--- config.mk ---
export PLATFORM = sky130hd
export DESIGN_NAME = traffic_light_monitor
export DESIGN_NICKNAME = d
export VERILOG_FILES = /design/src/rtl/traffic_light_monitor.sv
export SDC_FILE = /design/constraint.sdc
export NUM_CORES = 1
export LEC_CHECK = 0
export CAP_MARGIN = 25
export CORE_ASPECT_RATIO = 0.8
export CORE_MARGIN = 8
export CORE_UTILIZATION = 60
export CTS_CLUSTER_DIAMETER = 120
export CTS_CLUSTER_SIZE = 8
export DETAILED_ROUTE_END_ITERATION = 10
export GPL_TIMING_DRIVEN = 0
export HOLD_SLACK_MARGIN = 0.12
export PLACE_DENSITY = 0.89
export SYNTH_ARGS = -nofsm -noshare
export SYNTH_HDL_FRONTEND = slang
export SYNTH_SLANG_ARGS = --single-unit
--- constraint.sdc ---
create_clock -name clk -period 7.42 [get_ports clk]
set_input_delay 0.742 -clock clk [delete_from_list [all_inputs] [get_ports clk]]
set_output_delay 0.742 -clock clk [all_outputs]
set_load 0.1 [all_outputs]
--- src/rtl/traffic_light_monitor.sv ---
// Passive checker for the traffic_light_controller2 light/sensor interface.
// Optional first-error capture ports are enabled by defining MON_FIRST_ERR_EN.
module traffic_light_monitor #(
  parameter int unsigned YEL_CYC    = 2,
  parameter int unsigned STARVE_MAX = 20,
  parameter int unsigned CNT_W      = 8
) (
  input  logic             clk,
  input  logic             reset,
  input  logic             e_left_sensor,
  input  logic             e_str_sensor,
  input  logic             w_left_sensor,
  input  logic             w_str_sensor,
  input  logic             ns_sensor,
  input  logic [1:0]       e_left_light,
  input  logic [1:0]       e_str_light,
  input  logic [1:0]       w_left_light,
  input  logic [1:0]       w_str_light,
  input  logic [1:0]       ns_light,
  output logic             conflict_err,
  output logic [4:0]       seq_err,
  output logic [4:0]       starve_err,
  output logic [CNT_W-1:0] err_cnt,
  output logic             mon_ok
`ifdef MON_FIRST_ERR_EN
  ,
  output logic [2:0]       first_err_dir,
  output logic [1:0]       first_err_type
`endif
);

  localparam logic [1:0] ColRed    = 2'd0;
  localparam logic [1:0] ColGreen  = 2'd1;
  localparam logic [1:0] ColYellow = 2'd2;

  localparam int unsigned DW = $clog2(YEL_CYC + 2);
  localparam int unsigned SW = $clog2(STARVE_MAX + 1);
  localparam logic [DW-1:0] YelLim    = DW'(YEL_CYC);
  localparam logic [DW-1:0] DwellMax  = DW'(YEL_CYC + 1);
  localparam logic [SW-1:0] StarveLim = SW'(STARVE_MAX);

  // Direction index order: 0 e_left, 1 e_str, 2 w_left, 3 w_str, 4 ns
  logic [1:0] light [5];
  logic [4:0] sensor;

  assign light[0] = e_left_light;
  assign light[1] = e_str_light;
  assign light[2] = w_left_light;
  assign light[3] = w_str_light;
  assign light[4] = ns_light;
  assign sensor   = {ns_sensor, w_str_sensor, w_left_sensor, e_str_sensor, e_left_sensor};

  logic [1:0]    prev_q   [5];
  logic [DW-1:0] dwell_q  [5];
  logic [DW-1:0] dwell_d  [5];
  logic [SW-1:0] starve_q [5];
  logic [SW-1:0] starve_d [5];

  logic [4:0]       nonred;
  logic [4:0]       trans_ok;
  logic [4:0]       long_stay;
  logic [4:0]       short_stay;
  logic             conflict_d;
  logic [4:0]       conflict_dirs;
  logic [4:0]       seq_d;
  logic [4:0]       starve_err_d;
  logic [3:0]       err_sum;
  logic [CNT_W:0]   cnt_sum;
  logic [CNT_W-1:0] err_cnt_d;

  always_comb begin
    nonred       = '0;
    trans_ok     = '0;
    long_stay    = '0;
    short_stay   = '0;
    seq_d        = '0;
    starve_err_d = '0;
    for (int d = 0; d < 5; d++) begin
      dwell_d[d]  = '0;
      starve_d[d] = '0;
      nonred[d]   = (light[d] != ColRed);

      case (prev_q[d])
        ColRed:    trans_ok[d] = (light[d] == ColRed)    || (light[d] == ColGreen);
        ColGreen:  trans_ok[d] = (light[d] == ColGreen)  || (light[d] == ColYellow);
        ColYellow: trans_ok[d] = (light[d] == ColYellow) || (light[d] == ColRed);
        default:   trans_ok[d] = 1'b0;
      endcase

      // Dwell saturates at YEL_CYC+1 so an overstay is reported once and the
      // eventual yellow->red of that episode is not reported again.
      if (light[d] == ColYellow) begin
        if (prev_q[d] == ColYellow) begin
          dwell_d[d] = (dwell_q[d] == DwellMax) ? DwellMax : dwell_q[d] + 1'b1;
        end else begin
          dwell_d[d] = DW'(1);
        end
        long_stay[d] = (dwell_d[d] == DwellMax) && (dwell_q[d] != DwellMax);
      end
      short_stay[d] = (prev_q[d] == ColYellow) && (light[d] == ColRed) && (dwell_q[d] < YelLim);
      seq_d[d]      = !trans_ok[d] || long_stay[d] || short_stay[d];

      if (sensor[d] && (light[d] == ColRed)) begin
        starve_d[d]     = (starve_q[d] == StarveLim) ? starve_q[d] : starve_q[d] + 1'b1;
        starve_err_d[d] = (starve_d[d] == StarveLim) && (starve_q[d] != StarveLim);
      end
    end

    conflict_dirs[0] = nonred[0] && (nonred[3] || nonred[4]);
    conflict_dirs[1] = nonred[1] && (nonred[2] || nonred[4]);
    conflict_dirs[2] = nonred[2] && (nonred[1] || nonred[4]);
    conflict_dirs[3] = nonred[3] && (nonred[0] || nonred[4]);
    conflict_dirs[4] = nonred[4] && (|nonred[3:0]);
    conflict_d       = |conflict_dirs;

    err_sum   = 4'(conflict_d) + 4'($countones(seq_d)) + 4'($countones(starve_err_d));
    cnt_sum   = {1'b0, err_cnt} + (CNT_W + 1)'(err_sum);
    err_cnt_d = cnt_sum[CNT_W] ? {CNT_W{1'b1}} : cnt_sum[CNT_W-1:0];
  end

  always_ff @(posedge clk) begin
    if (reset) begin
      conflict_err <= 1'b0;
      seq_err      <= '0;
      starve_err   <= '0;
      err_cnt      <= '0;
      mon_ok       <= 1'b1;
      for (int d = 0; d < 5; d++) begin
        prev_q[d]   <= ColRed;
        dwell_q[d]  <= '0;
        starve_q[d] <= '0;
      end
    end else begin
      conflict_err <= conflict_d;
      seq_err      <= seq_d;
      starve_err   <= starve_err_d;
      err_cnt      <= err_cnt_d;
      mon_ok       <= (err_cnt_d == '0);
      for (int d = 0; d < 5; d++) begin
        prev_q[d]   <= light[d];
        dwell_q[d]  <= dwell_d[d];
        starve_q[d] <= starve_d[d];
      end
    end
  end

`ifdef MON_FIRST_ERR_EN
  logic [2:0] first_dir_d;
  logic [1:0] first_type_d;

  function automatic logic [2:0] lowest_dir(input logic [4:0] v);
    lowest_dir = 3'd0;
    for (int i = 4; i >= 0; i--) begin
      if (v[i]) lowest_dir = 3'(i);
    end
  endfunction

  always_comb begin
    first_dir_d  = first_err_dir;
    first_type_d = first_err_type;
    if (first_err_type == 2'd0) begin
      if (conflict_d) begin
        first_type_d = 2'd1;
        first_dir_d  = lowest_dir(conflict_dirs);
      end else if (|seq_d) begin
        first_type_d = 2'd2;
        first_dir_d  = lowest_dir(seq_d);
      end else if (|starve_err_d) begin
        first_type_d = 2'd3;
        first_dir_d  = lowest_dir(starve_err_d);
      end
    end
  end

  always_ff @(posedge clk) begin
    if (reset) begin
      first_err_dir  <= '0;
      first_err_type <= '0;
    end else begin
      first_err_dir  <= first_dir_d;
      first_err_type <= first_type_d;
    end
  end
`endif

endmodule

## Yosys cells after proc, flatten, opt, wreduce, memory -nomap -nowiden

Memories as Yosys holds them, arrays and structs flattened.
Cells that the tools add are included.

| cells by class | value |
|---|---|
| reduce and logical (&&, ||, !) cells | 82 |
| add/sub/neg operators | 21 |
| eq/ne operators | 50 |
| bitwise operators | 15 |
| multiplexer cells | 64 |
| order comparisons | 5 |

Operator list:

| cell | count |
|---|---|
| 5-bit 2-to-1 mux | 15 |
| 2-bit 2-to-1 mux | 30 |
| 5-bit == test (second input constant) | 10 |
| 2-bit == test (second input constant) | 20 |
| 1-bit logical AND | 30 |
| 1-bit logical OR | 29 |
| 5-bit by 1-bit adder with 5-bit output (second input constant) | 5 |
| 5-bit != test (second input constant) | 5 |
| 2-bit by 1-bit == test with 1-bit output (second input constant) | 10 |
| 2-bit zero test | 10 |
| 1-bit OR | 15 |
| 1-bit one-hot mux with 3 select lines | 5 |
| 1-bit 2-to-1 mux | 13 |
| 2-bit by 1-bit adder with 2-bit output (second input constant) | 5 |
| 2-bit < comparator (second input constant) | 5 |
| 2-bit != test (second input constant) | 5 |
| 2-bit nonzero test | 5 |
| 8-bit by 4-bit adder with 9-bit output | 1 |
| 1-bit by 1-bit adder with 2-bit output | 4 |
| 3-bit by 1-bit adder with 4-bit output | 2 |
| 8-bit zero test | 1 |
| 8-bit 2-to-1 mux | 1 |
| 2-bit by 2-bit adder with 3-bit output | 2 |
| 1-bit zero test | 5 |
| 4 further kinds | 4 |

| word-level totals | value |
|---|---|
| bits of input ports | 17 |
| bits in writable memories | 45 |
| memories kept | 3 |
| bits in registers | 20 |

Memories:

| name | depth | bits a word | rd ports | clocked after Yosys merged registers in | wr ports | line | source |
|---|---|---|---|---|---|---|---|
| starve_q | 5 | 5 | 5 | 0 | 5 | 56 | `logic [SW-1:0] starve_q [5];` |
| dwell_q | 5 | 2 | 5 | 0 | 5 | 54 | `logic [DW-1:0] dwell_q [5];` |
| prev_q | 5 | 2 | 5 | 0 | 5 | 53 | `logic [1:0] prev_q [5];` |

## Logic depth before layout (Yosys ltp)

| logic depth | value |
|---|---|
| depth in word-level cells | 17 |
| depth in mapped cells | 21 |
| gate-level depth less buffers | 21 |

## Worst setup path before layout

No wires, ideal clock.

| path | value |
|---|---|
| kind | input-to-reg |
| start | input e_str_light[0] |
| end | register mon_ok |
| data arrival time | 4.966 ns |
| data required time | 7.324 ns |
| setup slack | 2.358 ns |
| cell stages on the path | 18 |
| setup time | 0.096 ns |
| cell sequence | or3_1 a32oi_1 a311oi_1 fa_1 inv_1 fa_1 inv_1 fa_1 fa_1 inv_1 ha_1 inv_1 fa_1 nor2b_1 o31a_1 o21ai_1 mux2_2 o41ai_2 |

| between the ends | value |
|---|---|
| word-level cells in the longest chain between the ends | 14 |

RTL lines:

| item | line | source |
|---|---|---|
| start, declared | 16 | `input logic [1:0] e_str_light,` |
| 2-bit == test (tied with other cells) | 85, 86, 92 |  |
| 1-bit logical OR, on equally long branches | 86, 84, 85 |  |
| 1-bit one-hot mux with 3 select lines | 83 | `case (prev_q[d])` |
| 1-bit zero test | 101 | `seq_d[d] = !trans_ok[d] \|\| long_stay[d] \|\| short_stay[d];` |
| 1-bit logical OR (2 in series) | 101 |  |
| 1-bit by 1-bit adder with 2-bit output (implied by the code) | 116 | `err_sum = 4'(conflict_d) + 4'($countones(seq_d)) + 4'($countones(starve_err_d));` |
| 2-bit by 2-bit adder with 3-bit output (implied by the code) | 116 |  |
| 3-bit by 1-bit adder with 4-bit output (implied by the code) | 116 |  |
| 1-bit by 4-bit adder with 4-bit output | 116 |  |
| 4-bit adder * | 116 |  |
| 8-bit by 4-bit adder with 9-bit output * | 117 | `cnt_sum = {1'b0, err_cnt} + (CNT_W + 1)'(err_sum);` |
| 8-bit 2-to-1 mux * | 118 | `err_cnt_d = cnt_sum[CNT_W] ? {CNT_W{1'b1}} : cnt_sum[CNT_W-1:0];` |
| 8-bit zero test * | 138 | `mon_ok <= (err_cnt_d == '0);` |
| end signal, assigned | 138 |  |
| end, declared | 24 | `output logic mon_ok` |

Mark *: on every way between the ends. The rest lies on a longest branch, timed or not.
A chain may end at the register's enable or synchronous reset.

## Worst setup path in the final report

| path | value |
|---|---|
| start | input e_left_light[1] |
| end | register mon_ok |

RTL lines:

| item | line | source |
|---|---|---|
| start, declared | 15 | `input logic [1:0] e_left_light,` |
| 2-bit zero test | 103 | `if (sensor[d] && (light[d] == ColRed)) begin` |
| 1-bit logical AND | 103 |  |
| 1-bit 2-to-1 mux | 103 |  |
| via starve_err_d[0] | 66 | `logic [4:0] starve_err_d;` |
| 1-bit by 1-bit adder with 2-bit output (implied by the code) | 116 |  |
| 2-bit by 2-bit adder with 3-bit output (implied by the code) | 116 |  |
| 3-bit by 1-bit adder with 4-bit output (implied by the code) | 116 |  |
| 4-bit adder | 116 |  |
| 8-bit by 4-bit adder with 9-bit output | 117 |  |
| 8-bit 2-to-1 mux | 118 |  |
| 8-bit zero test | 138 |  |

The timed path passes the listed nets, and every way through them passes these cells.

==> impl_results.rst <==
.. list-table::
   :header-rows: 1

   * - Metric
     - Value
   * - Total DRC errors in the routed layout
     - 0
   * - Ratio of cells with drive above 1 in the final layout
     - 0.0474
   * - Leakage component of the power
     - 1.67 nW
   * - Total power per unit cell area
     - 298 nW/um^2
   * - Area of the core region
     - 5790 um^2
   * - Sequential cell area fraction in the yosys report
     - 0.371
   * - Outcome
     - finished, final reports clean
   * - Seq pwr share
     - 0.318
   * - RSZ-0062 raised after global routing
     - false
   * - First-pass iteration count of the detailed router
     - 5
   * - Post-detail-place hpwl
     - 5590 um
   * - Worst skew pair latency
     - 0.35 ns
   * - Overall power of the completed layout
     - 0.00124 W
   * - Clock buffers created by TritonCTS
     - 9
   * - Max Root-Sink Buffers
     - 2
   * - Worst min-delay path startpoint
     - dwell_q[0][4]$_SDFF_PP0_
   * - Slack of the critical path
     - 1.73 ns
   * - Instance count along the most critical hold path
     - 1
   * - Number of antenna violations at the first check in global routing
     - 0
   * - Die X-Extent
     - 102 um
   * - First-pass GRT wire length
     - 12500 um
   * - Critical R2R Launch
     - prev_q[0][2]$_SDFF_PP0_
   * - Clock period minus worst slack
     - 5.69 ns
   * - Number of synthesized flops with an enable pin
     - 0
   * - Routed via count
     - 2983
   * - Mean Syn Cell Area
     - 8.50 um^2
   * - Worst min-delay path endpoint
     - dwell_q[0][4]$_SDFF_PP0_
   * - Worst setup slack after placement
     - 1.43 ns
   * - Share of total power in combinational logic
     - 0.439
   * - Std-Cell Rows
     - 25
   * - Data arrival time of the worst path
     - 5.93 ns
   * - Hold_buf cts
     - 0
   * - Area share of the largest cell type after synthesis
     - 0.371
   * - Endpoint of the worst register-to-register path
     - mon_ok$_SDFF_PP1_
   * - Fraction of synthesis flops using an asynchronous set or reset pin
     - 0
   * - Total negative slack for setup checks
     - 0 ns
   * - Final clock skew
     - 0.0105 ns
   * - Buffer cell driving the clock tree root
     - clkbuf_8
   * - TritonCTS clock tree
     - done
   * - Endpoints failing setup
     - 0
   * - Number of levels the H-tree was split into
     - 3
   * - Placer congestion estimate
     - 0.851
   * - Prevailing post-synth register cell
     - dfxtp_1
   * - Register-to-Register Setup Slack
     - 2.06 ns
   * - Total gr overflow
     - 0
   * - Post-Syn Nets
     - 472
   * - Total internal power
     - 0.000739 W
   * - Buffers inserted by post-CTS timing repair
     - 0
   * - Startpoint type of the worst setup path
     - primary input
   * - Number of pins exceeding their max-slew limit in the final report
     - 0
   * - Peak clock frequency supported by timing
     - 176 MHz
   * - Cell type with the highest aggregate area in the netlist
     - dfxtp_1
   * - Starting Density
     - 0.607
   * - Clock group share of total power
     - 0.243
   * - Clock transition at the register clock pins on the worst setup and hold paths after CTS
     - 0.06 ns
   * - Vias in the first global route
     - 2853
   * - DIE AREA
     - 8570 um^2
   * - Synth Instances
     - 413
   * - Port bufs
     - 36
   * - Max Fanout on Critical Path
     - 6
   * - Final Net Count
     - 519
   * - Top area cells in the synthesized netlist
     - dfxtp_1 (37%), ha_1 (12%), nor2_1 (6.2%), inv_1 (6.0%), fa_1 (4.0%)
   * - Count of cells along the worst register-to-register path
     - 20
   * - Final cell count without fillers
     - 545
   * - # placed instances
     - 530
   * - Number of flip-flops and latches in the synthesized netlist
     - 65
   * - Number of gates given a new drive strength after cts
     - 0
   * - Number of clock sinks
     - 65
   * - Final Util
     - 0.720
   * - Die Height
     - 84.4 um
   * - Hold Vio Cnt, Final
     - 0
   * - Max-slew headroom
     - 0.339
   * - # Max-Cap Violations
     - 0
   * - Routed len/inst
     - 13.9 um
   * - Number of inserted diodes
     - 0
   * - Global-route usage over all layers
     - 0.184
   * - Yosys warns
     - 0
   * - Post-synthesis instance area
     - 3510 um^2
   * - Ratio of final minimum period to clock period
     - 0.766
   * - Kind of end point of the critical path
     - flip-flop
   * - Worst Hold Class
     - flip-flop to flip-flop
   * - DRT Wirelength
     - 7580 um
   * - Critical path required time
     - 7.67 ns
   * - Worst VDD drop
     - 0.147 mV
   * - Violation count after the first detailed-route iteration
     - 157
   * - Slew at the pin closest to its max-slew limit
     - 0.989 ns
   * - Routed Antenna Nets
     - 0
   * - Switching power of the nets
     - 0.000506 W
   * - Yosys cell types
     - 52
   * - Area Overhead vs Synth
     - 18.7%
   * - I/O Pins
     - 37
   * - Fraction of power spent switching nets
     - 0.406
   * - Via count normalized by instance count
     - 5.47
   * - Maximum number of pins on one net before global-route repair
     - 11
   * - Critical path class
     - primary input to flip-flop
worst max-delay path, stage by stage:
cell and delay, ns:
clkdlybuf4s50_1 0.50, nor2_1 0.36, nand2_1 0.10, nor4_1 0.18, nand2_1 0.12, nor2_1 0.16, fa_1 0.46, fa_1 0.49
inv_1 0.06, fa_1 0.47, fa_1 0.49, inv_1 0.04, ha_1 0.22, inv_1 0.08, fa_1 0.21, nor2b_1 0.08
o31a_1 0.26, o21ai_1 0.40, nand2b_1 0.16, o41ai_2 0.36
worst max path at each step:
stage,startpoint,end,depth (start not counted)
finish,e_left_light[1],mon_ok$_SDFF_PP1_,20
global route,e_left_light[1],mon_ok$_SDFF_PP1_,20
CTS,e_left_light[1],mon_ok$_SDFF_PP1_,20
detailed placement,e_left_light[1],mon_ok$_SDFF_PP1_,20
global placement,e_left_light[1],mon_ok$_SDFF_PP1_,20
floorplan,e_str_light[0],mon_ok$_SDFF_PP1_,18
per-layer routing:
layer / global-route usage / vias up / wire (um)
met5: 0 / - / 0
met4: 0.0810 / 0 / 123
met1: 0.214 / 1408 / 3430
li1: - / 1487 / -
met2: 0.305 / 74 / 3570
met3: 0.0529 / 14 / 454
state kept, by name (all words and copies together) (netlist names):
register	flops
prev_q	10
err_cnt	8
conflict_err	1
starve_q	25
starve_err	5
mon_ok	1
dwell_q	10
seq_err	5
cell type report:
class / instances / area (um^2)
clock inverters: 3 / 40.0
repair buffers: 36 / 360
multi-input cells: 287 / 1970
flip-flops and latches: 65 / 1300
clock buffers: 12 / 155
inverters: 57 / 214
well taps: 81 / 101
plain buffers: 4 / 28.8
fillers: 434 / 1620
power by group through the flow:
stage	sequential [W]	combinational, W	clock, W
after floorplan	0.000542	0.000279	0
after global placement	0.000401	0.000524	0
after detailed placement	0.000403	0.000540	0
after CTS	0.000396	0.000546	0.000304
after global routing	0.000399	0.000595	0.000320
final	0.000395	0.000547	0.000302
cell families after synthesis:
family          after synthesis  share of synthesized area
simple gates                159                      0.219
compound gates               72                      0.140
buf+inv                      61                     0.0691
mux                           2                    0.00606
xor+xnor                     12                     0.0299
flops                        65                      0.371
fa+ha+maj                    42                      0.165
placed cells by master (no fill, tap or decap), drive strengths merged, types with 7 or more instances in the layout:
cell,netlist,routed
fa,7,7
nand2,32,32
o21ai,17,17
ha,35,35
a21oi,14,14
nor2,58,58
nor2b,7,7
xor2,7,7
a31oi,7,7
dfxtp,65,65
nand3,17,17
clkbuf,3,15
clkdlybuf4s50,0,36
nor3,8,8
inv,57,57
and2,7,7
cells in the mapped netlist (4+ instances only):
cell type,number
a21oi_1,14
nor3b_1,6
ha_1,35
and3_1,5
xnor2_1,5
nand2_1,32
o21a_1,4
and2_1,6
fa_1,7
dfxtp_1,65
nand3_1,17
o21ai_0,14
o211ai_1,6
inv_1,56
nor2b_1,7
a31oi_1,7
nand3b_1,4
nor2_1,58
xor2_1,7
nor3_1,8
through the flow:
| stage | hold slack (ns) | cell area [um^2] |
|---|---|---|
| finish | 0.468 | 4170 |
| global route | 0.482 | 4170 |
| CTS | 0.463 | 4170 |
| detailed placement | 0.453 | 3970 |
| global placement | 0.443 | 3970 |
| floorplan | 0.430 | 3510 |
(Power assumes the default switching activity.)
